==> src/rtl/leaf_cluster_arb.sv <==
// N-leaf cluster interface: demuxes BFT packets to leaf cores by address field and
// round-robin merges per-leaf upstream FIFOs onto the single BFT port.
module leaf_cluster_arb #(
  parameter int unsigned NUM_LEAF   = 4,
  parameter int unsigned PW         = 49,
  parameter int unsigned ADDR_LSB   = 43,
  parameter int unsigned FIFO_DEPTH = 4
) (
  input  logic                   clk,
  input  logic                   reset,
  input  logic [PW-1:0]          din_leaf_bft2interface,
  output logic [PW-1:0]          dout_leaf_interface2bft,
  input  logic                   resend,
  input  logic                   ap_start,
  output logic [NUM_LEAF*PW-1:0] leaf_din,
  input  logic [NUM_LEAF*PW-1:0] leaf_dout,
  output logic [NUM_LEAF-1:0]    leaf_resend,
  output logic [NUM_LEAF-1:0]    leaf_ap_start,
  output logic                   addr_err
);

  localparam int unsigned CH_W  = (NUM_LEAF > 1) ? $clog2(NUM_LEAF) : 1;
  localparam int unsigned PTR_W = (FIFO_DEPTH > 1) ? $clog2(FIFO_DEPTH) : 1;
  localparam int unsigned CNT_W = PTR_W + 1;

  // ---------------------------------------------------------------------------
  // Downstream demux
  // ---------------------------------------------------------------------------
  logic                   dn_valid;
  logic [CH_W-1:0]        dn_ch;
  logic                   dn_bad;
  logic [NUM_LEAF*PW-1:0] leaf_din_d, leaf_din_q;
  logic [NUM_LEAF-1:0]    leaf_ap_start_q;
  logic                   addr_err_q;

  assign dn_valid = din_leaf_bft2interface[PW-1];
  assign dn_ch    = din_leaf_bft2interface[ADDR_LSB +: CH_W];
  // Only reachable when NUM_LEAF is not a power of two.
  assign dn_bad   = dn_valid && (32'(dn_ch) >= NUM_LEAF);

  always_comb begin
    leaf_din_d = '0;
    for (int unsigned i = 0; i < NUM_LEAF; i++) begin
      if (dn_valid && (32'(dn_ch) == i)) begin
        leaf_din_d[i*PW +: PW] = din_leaf_bft2interface;
      end
    end
  end

  // ---------------------------------------------------------------------------
  // Per-channel upstream FIFOs
  // ---------------------------------------------------------------------------
  logic [NUM_LEAF-1:0] push;
  logic [NUM_LEAF-1:0] pop;
  logic [NUM_LEAF-1:0] full;
  logic [NUM_LEAF-1:0] nonempty;
  logic [PW-1:0]       head [NUM_LEAF];
  logic [CH_W-1:0]     grant;
  logic                arb_go;

  for (genvar g = 0; g < NUM_LEAF; g++) begin : g_fifo
    logic [PW-1:0]    mem_q [FIFO_DEPTH];
    logic [PTR_W-1:0] wr_ptr_q, rd_ptr_q;
    logic [CNT_W-1:0] cnt_q;

    assign full[g]     = (cnt_q == CNT_W'(FIFO_DEPTH));
    assign nonempty[g] = (cnt_q != '0);
    // A full FIFO refuses the push even if it is popped in the same cycle.
    assign push[g]     = leaf_dout[g*PW + PW - 1] && !full[g];
    assign pop[g]      = arb_go && (grant == CH_W'(g));
    assign head[g]     = mem_q[rd_ptr_q];

    always_ff @(posedge clk) begin
      if (push[g]) begin
        mem_q[wr_ptr_q] <= leaf_dout[g*PW +: PW];
      end
    end

    always_ff @(posedge clk or posedge reset) begin
      if (reset) begin
        wr_ptr_q <= '0;
        rd_ptr_q <= '0;
        cnt_q    <= '0;
      end else begin
        if (push[g]) wr_ptr_q <= wr_ptr_q + PTR_W'(1);
        if (pop[g])  rd_ptr_q <= rd_ptr_q + PTR_W'(1);
        unique case ({push[g], pop[g]})
          2'b10:   cnt_q <= cnt_q + CNT_W'(1);
          2'b01:   cnt_q <= cnt_q - CNT_W'(1);
          default: cnt_q <= cnt_q;
        endcase
      end
    end
  end

  assign leaf_resend = full;

  // ---------------------------------------------------------------------------
  // Round-robin arbiter
  // ---------------------------------------------------------------------------
  logic [CH_W-1:0] rr_d, rr_q;
  logic [CH_W-1:0] idx;
  logic            found;
  logic [PW-1:0]   dout_d, dout_q;

  always_comb begin
    found = 1'b0;
    grant = '0;
    idx   = '0;
    for (int unsigned off = 0; off < NUM_LEAF; off++) begin
      idx = CH_W'((32'(rr_q) + off) % NUM_LEAF);
      if (!found && nonempty[idx]) begin
        found = 1'b1;
        grant = idx;
      end
    end
  end

  assign arb_go = !resend && found;

  always_comb begin
    dout_d = dout_q;
    rr_d   = rr_q;
    if (!resend) begin
      dout_d = found ? head[grant] : '0;
      if (found) begin
        rr_d = (32'(grant) + 1 == NUM_LEAF) ? '0 : grant + CH_W'(1);
      end
    end
  end

  // ---------------------------------------------------------------------------
  // Output registers
  // ---------------------------------------------------------------------------
  always_ff @(posedge clk or posedge reset) begin
    if (reset) begin
      dout_q          <= '0;
      rr_q            <= '0;
      leaf_din_q      <= '0;
      leaf_ap_start_q <= '0;
      addr_err_q      <= 1'b0;
    end else begin
      dout_q          <= dout_d;
      rr_q            <= rr_d;
      leaf_din_q      <= leaf_din_d;
      leaf_ap_start_q <= {NUM_LEAF{ap_start}};
      addr_err_q      <= addr_err_q | dn_bad;
    end
  end

  assign dout_leaf_interface2bft = dout_q;
  assign leaf_din                = leaf_din_q;
  assign leaf_ap_start           = leaf_ap_start_q;
  assign addr_err                = addr_err_q;

endmodule
==> config.mk <==
export PLATFORM = sky130hd
export DESIGN_NAME = leaf_cluster_arb
export DESIGN_NICKNAME = d
export VERILOG_FILES = /design/src/rtl/leaf_cluster_arb.sv
export SDC_FILE = /design/constraint.sdc
export NUM_CORES = 1
export LEC_CHECK = 0
export BUFFER_PORTS_ARGS = -buffer_cell sky130_fd_sc_hd__buf_2
export CORE_ASPECT_RATIO = 1.2
export CORE_UTILIZATION = 51
export CTS_BUF_LIST = sky130_fd_sc_hd__clkbuf_4 sky130_fd_sc_hd__clkbuf_8 sky130_fd_sc_hd__clkbuf_16
export DETAILED_ROUTE_END_ITERATION = 7
export PLACE_DENSITY = 0.82
export SKIP_LAST_GASP = 1
export SYNTH_ARGS = -nofsm -noshare
export SYNTH_HDL_FRONTEND = slang
export SYNTH_SLANG_ARGS = --single-unit
==> constraint.sdc <==
create_clock -name clk -period 8.2 [get_ports clk]
set_input_delay 0.41 -clock clk [delete_from_list [all_inputs] [get_ports clk]]
set_output_delay 0.41 -clock clk [all_outputs]
set_load 0.03 [all_outputs]
==> flow_summary.ini, run 1 <==
[outcome]
run_status = complete, no violations

[worst_setup_path]
worstPathRequired_ns = 8.66
worst-setup-path-type = reg2reg
timing.critical_path.fanout_max = 54
setup.reg_to_reg.worst_slack_ns = 4.40
critical_path.reg2reg.startpoint = g_fifo[2].cnt_q[0]$_DFFE_PP0P_
start_kind = register
critical_path.startpoint = g_fifo[2].cnt_q[0]$_DFFE_PP0P_
endpoint_kind = register
critical_path_arrival_ns = 4.26

[clock_network]
clk_latency_ns = 0.66
post_cts_resized = 0
clk_transition_reported_paths_ns = 0.07
htree_num_levels = 3
tritoncts = yes
clock_tree.buffer_depth = 3
cts.sinks = 1060
cts_inserted_buffers = 95
ctsRootBufferMaster = sky130_fd_sc_hd__clkbuf_16

[detailed_routing]
dr_wl_met3_um = 8180
antenna_violating_nets_post_route = 0
m1WireLength_um = 34800
highest_layer = met5
viasPerCell = 5.67
detailedRoute.firstPassIterationCount = 5
dr_total_vias = 21300
met2RoutedLength_um = 51400
first_drt_iteration_drcs = 2246
drc_violation_count_after_routing = 0
drt-wirelength-per-cell_um = 26.1
wirelength_um = 98300

[timing]
tightest_slew_ns = 1.03
hold-worst-slack_ns = 0.0413
final-hold-violation-count = 0
fin_crit_sh = 0.463
fin_worst_skew_ns = 0.0274
tns_ns = 0
maxSlewViolCount = 0
maxSlewHeadroom = 0.315
min_tclk_post_route_ns = 3.80
worst_slack_ns = 4.40
max_freq_ghz = 0.263
final-setup-viol-count = 0
rsz0062_at_grt = false

[die]
initial_utilization = 0.516
design.die.area_sq_mm = 0.0783
placement_rows = 111
die-width_um = 256
core_region_area_sq_mm = 0.0764
die_height_um = 306
pin_count = 503

[finish]
num-nets-final = 2920
final_std_cells_w_o_fill = 3762
synthToLayoutAreaGrowth_pct = 22.7
drive_gt1_frac = 0.348

[synth]
yosys_register_bits = 1060
syn-instance-count = 1900
synth.yosys.warnings = 0
synth.cell_area_sq_mm = 0.0394
post_synth.cell_area_avg_sq_um = 20.7
count_of_distinct_cell_types_in_the_synthesized_netlist = 46
synth_sequential_area_ratio = 0.773

[placed_design]
portBuffers = 501
place_hpwl_um = 62700
placed_cells_incl_taps = 3351
dp_slack_ns = 4.56
gp_congestion = 0.878

[min_path]
min-delay-start = din_leaf_bft2interface[47]
tightest_hold_check_type = in2reg

[grt]
grt_pass1_wl_um = 144000
number_of_global_route_vias_before_repair = 22400
grt_start_max_net_pins = 178
grt_antenna_before_repair = 20
gr-usage-all-layers = 0.251
globalRoute.totalOverflow = 0

[power]
cellPowerDensity_mw_per_mm2 = 344
ir_drop_mv = 0.272
report.power.total_uw = 16600
leakage_uw = 0.0190

[run]
max_capacitance_violation_count = 0
-- area by class of cell --
type	count	area, sq um
antenna	16	40.0
clock buffer	153	2950
clock inverter	27	216
fill	5025	28100
inverter	31	129
multi-input combinational	709	8340
sequential	1060	30500
tap	1017	1270
timing repair buffer	749	4920
-- registers in the layout (all words and copies together) (netlist names) --
| name | cells |
|---|---|
| rr_q | 2 |
| leaf_ap_start | 1 |
| leaf_din | 196 |
| g_fifo.wr_ptr_q | 8 |
| g_fifo.mem_q | 784 |
| dout_leaf_interface2bft | 49 |
| g_fifo.rd_ptr_q | 8 |
| g_fifo.cnt_q | 12 |
-- worst max-delay path: stages, from the launching register on --
cell and delay (ns):
sky130_fd_sc_hd__dfrtp_1 0.42, sky130_fd_sc_hd__nor3_2 0.45, sky130_fd_sc_hd__o21ai_1 0.17, sky130_fd_sc_hd__o22ai_4 0.18, sky130_fd_sc_hd__buf_4 0.80, sky130_fd_sc_hd__buf_4 0.89, sky130_fd_sc_hd__mux2i_1 0.33, sky130_fd_sc_hd__o221ai_1 0.25
-- logic make-up (layout without fill, tap and decap cells) --
| logic type | after synthesis | in the layout | share of synthesized area |
|---|---|---|---|
| muxes | 297 | 297 | 0.138 |
| and+or+nand+nor | 294 | 294 | 0.0434 |
| buffers and inverters | 135 | 960 | 0.0166 |
| AOI/OAI and AO/OA | 64 | 64 | 0.0150 |
| DFF | 1060 | 1060 | 0.773 |
| other | 1 | 21 | 0.0000952 |
| xor gates and xnor gates | 24 | 24 | 0.00534 |
| adders and majority gates | 25 | 25 | 0.00870 |
-- placed cells by master (no fill, tap or decap), drive strengths merged, types with 10 or more instances in the layout --
| master | n |
|---|---|
| diode | 16 |
| xnor2 | 14 |
| mux2i | 100 |
| inv | 35 |
| and2 | 201 |
| clkinv | 20 |
| mux4 | 196 |
| dfrtp | 276 |
| dlygate4sd3 | 215 |
| nand2 | 59 |
| clkbuf | 153 |
| o221ai | 49 |
| edfxtp | 784 |
| ha | 21 |
| xor2 | 10 |
| buf | 534 |
-- worst paths after layout --
check,to,cells past startpoint
hold reg to reg,g_fifo[1].rd_ptr_q[1]$_DFFE_PP0P_,1
setup / recovery,dout_leaf_interface2bft[22]$_DFFE_PP0N_,7
max in group asynchronous,leaf_din[69]$_DFF_PP0_,4
min in group asynchronous,leaf_din[9]$_DFF_PP0_,3
hold / removal,leaf_din[96]$_DFF_PP0_,2
setup reg to reg,dout_leaf_interface2bft[22]$_DFFE_PP0N_,7
-- cell usage after synthesis, drive strengths merged --
cell / instances / share of area
o21bai: 1 / 0.00019
xor2: 10 / 0.0022
conb: 1 / 0.000095
buf: 44 / 0.0078
xnor2: 14 / 0.0031
clkinv: 1 / 0.00022
nor3b: 1 / 0.00019
nand2: 59 / 0.0059
o22ai: 1 / 0.00016
mux4: 196 / 0.11
nor4: 2 / 0.00048
a211o: 1 / 0.00044
dfrtp: 276 / 0.18
mux2: 1 / 0.00029
inv: 30 / 0.0029
and2: 201 / 0.032
fa: 4 / 0.0020
a211oi: 2 / 0.00051
edfxtp: 784 / 0.60
nor3: 5 / 0.0010
and3b: 2 / 0.00044
or3: 2 / 0.00044
mux2i: 100 / 0.025
o21ai: 7 / 0.00089
nor2: 6 / 0.00057
ha: 21 / 0.0067
clkbuf: 60 / 0.0057
nor2b: 4 / 0.00064
and3: 8 / 0.0013
o21a: 2 / 0.00038
o221ai: 49 / 0.012
nand3: 2 / 0.00025
a41oi: 1 / 0.00070
nand4: 2 / 0.00032
-- power by group --
part | switching, uW | leakage (uW) | internal, uW
sequential | 512 | 0.0108 | 6880
combinational | 2860 | 0.00655 | 1950
clock | 1910 | 0.00161 | 2510
total | 5290 | 0.0190 | 11300
-- routing by layer --
layer,up-vias,track usage
li1,8889,-
met1,10900,0.300
met2,1270,0.443
met3,226,0.0524
met4,14,0.107
met5,-,0
-- metrics by stage --
stage / utilization / instance area [sq um]
3_3_place_gp: 0.563 / 43000
3_5_place_dp: 0.563 / 43000
6_report: 0.633 / 48300
2_1_floorplan: - / 39400
5_1_grt: 0.633 / 48300
4_1_cts: 0.632 / 48300
-- timing repair --
item / 4_1_cts / 5_1_grt
hold buffers: 215 / 0
setup buffers: 0 / 0
hold endpoints to repair: 932 / 0
Note: power is estimated with default switching activity, not from simulation.
==> inputs of run 2 (changes only) <==
- PLACE_DENSITY: 0.82 -> 0.8
- clock period: 8.2 -> 3.9 ns (I/O delays scaled with it)
==> run 2 against run 1 <==
Worst hold slack gained 0.0015 ns. First-iteration DRC count fell by 0.53%. Clock-buffer cell count decreased by 32. Maximum frequency increased by 29%. Wire length increased by 2.2%. Power increased by 120%. Non-clock buffer count grew 57.
==> flow_summary.ini, run 2 (synthesis results as in run 1) <==
[worst_setup_path]
start_kind = register
worst-setup-path-type = reg2reg
timing.critical_path.to = g_fifo[3].cnt_q[2]$_DFFE_PP0P_
critical_path.reg2reg.startpoint = g_fifo[0].cnt_q[2]$_DFFE_PP0P_
timing.reg2reg.worst_path_depth = 12
setup.reg_to_reg.worst_slack_ns = 0.96
worst_flop_to_flop_path_endpoint = g_fifo[3].cnt_q[2]$_DFFE_PP0P_
worstPathRequired_ns = 4.49
timing.critical_path.fanout_max = 6
endpoint_kind = register
critical_path_arrival_ns = 3.52
critical_path.startpoint = g_fifo[0].cnt_q[2]$_DFFE_PP0P_

[timing]
min_tclk_post_route_ns = 2.94
fin_crit_sh = 0.753
tns_ns = 0
fin_worst_skew_ns = 0.0349
final-setup-viol-count = 0
rsz0062_at_grt = false
maxSlewHeadroom = 0.150
tightest_slew_ns = 1.27
max_freq_ghz = 0.341
hold-worst-slack_ns = 0.0428
maxSlewViolCount = 0
final-hold-violation-count = 0

[placed_design]
placed_cells_incl_taps = 3376
placed_cell_area_sq_mm = 0.0433
portBuffers = 501
place_hpwl_um = 62700
gp_congestion = 0.910

[clock_network]
tritoncts = yes
postCtsSetupBuffers = 0
clk_latency_ns = 0.68
post_cts_resized = 0
clock_tree.buffer_depth = 3
cts_inserted_buffers = 97
clk_transition_reported_paths_ns = 0.06
ctsRootBufferMaster = sky130_fd_sc_hd__clkbuf_16
cts.sinks = 1060
ctsHoldBuffers = 247
htree_num_levels = 3

[finish]
largest_register_ff_count = 784
final_std_cells_w_o_fill = 3823
layout_common_cells = sky130_fd_sc_hd__edfxtp_1 (784), sky130_fd_sc_hd__buf_2 (501), sky130_fd_sc_hd__dfrtp_1 (268), sky130_fd_sc_hd__dlygate4sd3_1 (247), sky130_fd_sc_hd__mux4_2 (196)
final_util = 0.646
largest_reg_by_ff_count = g_fifo.mem_q
final_common_cell = sky130_fd_sc_hd__edfxtp_1
fin_area_sq_mm = 0.0493
num-nets-final = 2979
synthToLayoutAreaGrowth_pct = 25.2
drive_gt1_frac = 0.345

[outcome]
run_status = complete, no violations

[grt]
grt_pass1_wl_um = 146000
globalRoute.totalOverflow = 0
grt_antenna_before_repair = 24
number_of_global_route_vias_before_repair = 22500
gr-usage-all-layers = 0.253
grt_start_max_net_pins = 101

[power]
ir_drop_mv = 1.06
cellPowerDensity_mw_per_mm2 = 734
leakage_uw = 0.0194

[die]
placement_rows = 111
die-width_um = 256
initial_utilization = 0.516
die_height_um = 306
design.die.area_sq_mm = 0.0783
pin_count = 503
core_region_area_sq_mm = 0.0764

[detailed_routing]
wirelength_um = 100000
dr_total_vias = 21700
viasPerCell = 5.67
first_drt_iteration_drcs = 2234
drt-wirelength-per-cell_um = 26.3
antenna_violating_nets_post_route = 0
drc_violation_count_after_routing = 0
detailedRoute.firstPassIterationCount = 5

[run]
max_capacitance_violation_count = 0

[min_path]
tightest_hold_check_type = in2reg
## run 2: through the flow
stage / power [uW] / setup WS [ns]
floorplan: 22300 / 0.0536
global placement: 25100 / 0.990
detailed placement: 25500 / 0.956
CTS: 36100 / 0.959
global route: 37400 / 0.767
finish: 36200 / 0.964
## run 2: where the power goes
| group | total, uW | switching (uW) | internal, uW | leakage [uW] |
|---|---|---|---|---|
| Combinational | 9970 | 5730 | 4230 | 0.00684 |
| Sequential | 15900 | 1410 | 14400 | 0.0108 |
| Clock | 10400 | 4230 | 6130 | 0.00174 |
## run 2: layout make-up
type	count	area [sq um]
Inverter	31	125
Clock inverter	60	737
Sequential cell	1060	30500
Tap cell	1017	1270
Fill cell	4922	27100
Multi-Input combinational cell	709	8340
Timing Repair Buffer	806	5530
Antenna cell	19	47.5
Clock buffer	121	2810
## run 2: critical path, stage by stage (launching register included)
cell and delay (ns):
sky130_fd_sc_hd__dfrtp_1 0.43, sky130_fd_sc_hd__or3_4 0.40, sky130_fd_sc_hd__and3_1 0.20, sky130_fd_sc_hd__a211o_4 0.34, sky130_fd_sc_hd__clkinv_4 0.09, sky130_fd_sc_hd__ha_1 0.14, sky130_fd_sc_hd__and2_1 0.18, sky130_fd_sc_hd__ha_1 0.21
sky130_fd_sc_hd__inv_1 0.06, sky130_fd_sc_hd__fa_1 0.37, sky130_fd_sc_hd__xor2_1 0.15, sky130_fd_sc_hd__nor2_1 0.11, sky130_fd_sc_hd__xor2_1 0.16
## run 2: worst min path at each step
| stage | from | endpoint | slack (ns) | depth (start not counted) |
|---|---|---|---|---|
| floorplan | ap_start | leaf_ap_start[0]$_DFF_PP0_ | 0.23 | 0 |
| global placement | ap_start | leaf_ap_start[0]$_DFF_PP0_ | 0.31 | 1 |
| detailed placement | ap_start | leaf_ap_start[0]$_DFF_PP0_ | 0.31 | 1 |
| CTS | resend | g_fifo[1].rd_ptr_q[0]$_DFFE_PP0P_ | 0.02 | 4 |
| global route | resend | g_fifo[1].rd_ptr_q[0]$_DFFE_PP0P_ | 0.05 | 4 |
| finish | resend | g_fifo[1].rd_ptr_q[0]$_DFFE_PP0P_ | 0.04 | 4 |
## run 2: layer usage
| layer | global-route usage | routed length (um) |
|---|---|---|
| met3 | 0.0491 | 8140 |
| met2 | 0.441 | 52200 |
| met5 | 0 | 87 |
| met1 | 0.311 | 36000 |
| met4 | 0.105 | 4080 |
==> inputs of run 3 (changes only) <==
- PLACE_DENSITY: 0.8 -> 0.82
- clock period: 3.9 -> 2.4 ns (I/O delays scaled with it)
==> run 3 against run 2 <==
The flow now finishes with violations (setup timing). Clock power rose by 58%. Combinational power rose by 87%. Maximum frequency rose by 14%.
==> flow_summary.ini, run 3 (synthesis results as in run 1) <==
[clock_network]
cts.sinks = 1060
cts_inserted_buffers = 97
ctsRootBufferMaster = sky130_fd_sc_hd__clkbuf_16
htree_num_levels = 3
clk_latency_ns = 0.69
clock_tree.buffer_depth = 3
tritoncts = yes
clk_transition_reported_paths_ns = 0.07

[die]
die-width_um = 256
core_region_area_sq_mm = 0.0764
design.die.area_sq_mm = 0.0783
placement_rows = 111
die_height_um = 306
pin_count = 503
initial_utilization = 0.516

[power]
ir_drop_mv = 0.791
leakage_uw = 0.0198
cellPowerDensity_mw_per_mm2 = 1200

[finish]
final_common_cell = sky130_fd_sc_hd__edfxtp_1
drive_gt1_frac = 0.373
num-nets-final = 3034
layout_common_cells = sky130_fd_sc_hd__edfxtp_1 (784), sky130_fd_sc_hd__buf_2 (501), sky130_fd_sc_hd__dfrtp_1 (267), sky130_fd_sc_hd__dlygate4sd3_1 (248), sky130_fd_sc_hd__mux4_2 (196)
count_of_filler_cells_inserted_in_the_layout = 4702
largest_reg_by_ff_count = g_fifo.mem_q
final_util = 0.656
largest_register_ff_count = 784
synthToLayoutAreaGrowth_pct = 27.3
final_std_cells_w_o_fill = 3874

[placed_design]
place_hpwl_um = 64200
portBuffers = 501
placed_cells_incl_taps = 3418
gp_congestion = 0.951

[detailed_routing]
antenna_violating_nets_post_route = 0
detailedRoute.firstPassIterationCount = 5
dr_total_vias = 22200
drt-wirelength-per-cell_um = 26.7
wirelength_um = 103000
first_drt_iteration_drcs = 2291
drc_violation_count_after_routing = 0
viasPerCell = 5.74

[grt]
grt_start_max_net_pins = 51
gr-usage-all-layers = 0.264
number_of_global_route_vias_before_repair = 23300
grt_antenna_before_repair = 13
globalRoute.totalOverflow = 0
grt_pass1_wl_um = 152000

[worst_setup_path]
worstPathRequired_ns = 2.97
timing.critical_path.fanout_max = 4
critical_path_arrival_ns = 3.14
start_kind = register
critical_path_buf_inv_count = 3
worst-setup-path-type = reg2reg
critPathSlowestCell = sky130_fd_sc_hd__dfrtp_1
critPathMaxStageDelay_ns = 0.40
crit_family = adder cells
endpoint_kind = register
worstPathCellList = nor3_4 -> buf_4 -> o21bai_4 -> a211o_4 -> clkinv_4 -> ha_4 -> and2_4 -> ha_4 -> inv_2 -> fa_2 -> xor2_1 -> nor2_1 -> xor2_1

[timing]
min_tclk_post_route_ns = 2.57
worst_slack_ns = -0.170
tightest_slew_ns = 0.978
rsz0062_at_grt = true
final-hold-violation-count = 0
final-setup-viol-count = 24
fin_worst_skew_ns = 0.0414
maxSlewViolCount = 0
max_freq_ghz = 0.389
tns_ns = -1.33
maxSlewHeadroom = 0.348
fin_crit_sh = 1.07

[outcome]
run_status = complete, but fails checks
violations = setup timing

[run]
max_capacitance_violation_count = 0

[min_path]
tightest_hold_check_type = in2reg
## run 3: area by class of cell
cell class,count,area (sq um),share of cell area
tap,1017,1270,0.0254
sequential,1060,30500,0.608
antenna,16,40.0,0.000798
clock inverter,33,442,0.00881
multi-input combinational,709,8520,0.170
inverter,31,128,0.00254
timing repair buffer,861,6260,0.125
clock buffer,147,3010,0.0601
## run 3: final timing paths
check | start | endpoint | slack (ns) | cells after the start
max in group asynchronous | reset | leaf_din[172]$_DFF_PP0_ | 1.44 | 4
worst max-delay path | g_fifo[2].cnt_q[2]$_DFFE_PP0P_ | g_fifo[3].cnt_q[2]$_DFFE_PP0P_ | -0.17 | 13
worst min register to register | dout_leaf_interface2bft[48]$_DFFE_PP0N_ | dout_leaf_interface2bft[48]$_DFFE_PP0N_ | 0.49 | 2
min in group asynchronous | reset | leaf_din[16]$_DFF_PP0_ | 0.21 | 3
worst max register to register | g_fifo[2].cnt_q[2]$_DFFE_PP0P_ | g_fifo[3].cnt_q[2]$_DFFE_PP0P_ | -0.17 | 13
worst min-delay path | ap_start | leaf_ap_start[0]$_DFF_PP0_ | 0.07 | 2
## run 3: what timing repair did
| action | 4_1_cts | 5_1_grt |
|---|---|---|
| endpoints found under the hold margin | 991 | 0 |
| setup buffers | 8 | 3 |
| pin swaps | 16 | 13 |
| gates cloned | 1 | 0 |
| hold buffers | 248 | 0 |
| gates resized for setup | 17 | 9 |
| setup endpoints to repair | 12 | 56 |
## run 3: report_power, final
| part | switching (uW) | internal, uW |
|---|---|---|
| combinational | 10600 | 8060 |
| sequential | 1580 | 23500 |
| clock | 6820 | 9600 |
## run 3: routing by layer
metal  up-vias  share of wire  global-route usage  wire length, um
met3       257          0.078              0.0493             8070
met4         6          0.044               0.117             4550
met2      1362           0.52               0.458            54000
met1     11500           0.36               0.323            36800
met5         -        0.00033                   0               34
li1       9127              -                   -                -
## run 3: stage by stage
stage / hold WS, ns / cell area (sq um) / setup slack (ns) / total power [uW]
after global routing: 0.0777 / 50100 / -0.252 / 62000
after detailed placement: 0.229 / 43900 / -0.194 / 42600
after CTS: 0.0476 / 50000 / -0.176 / 59800
after global placement: 0.229 / 43900 / -0.116 / 41800
after floorplan: 0.151 / 39500 / -1.37 / 36300
final: 0.0733 / 50100 / -0.170 / 60100
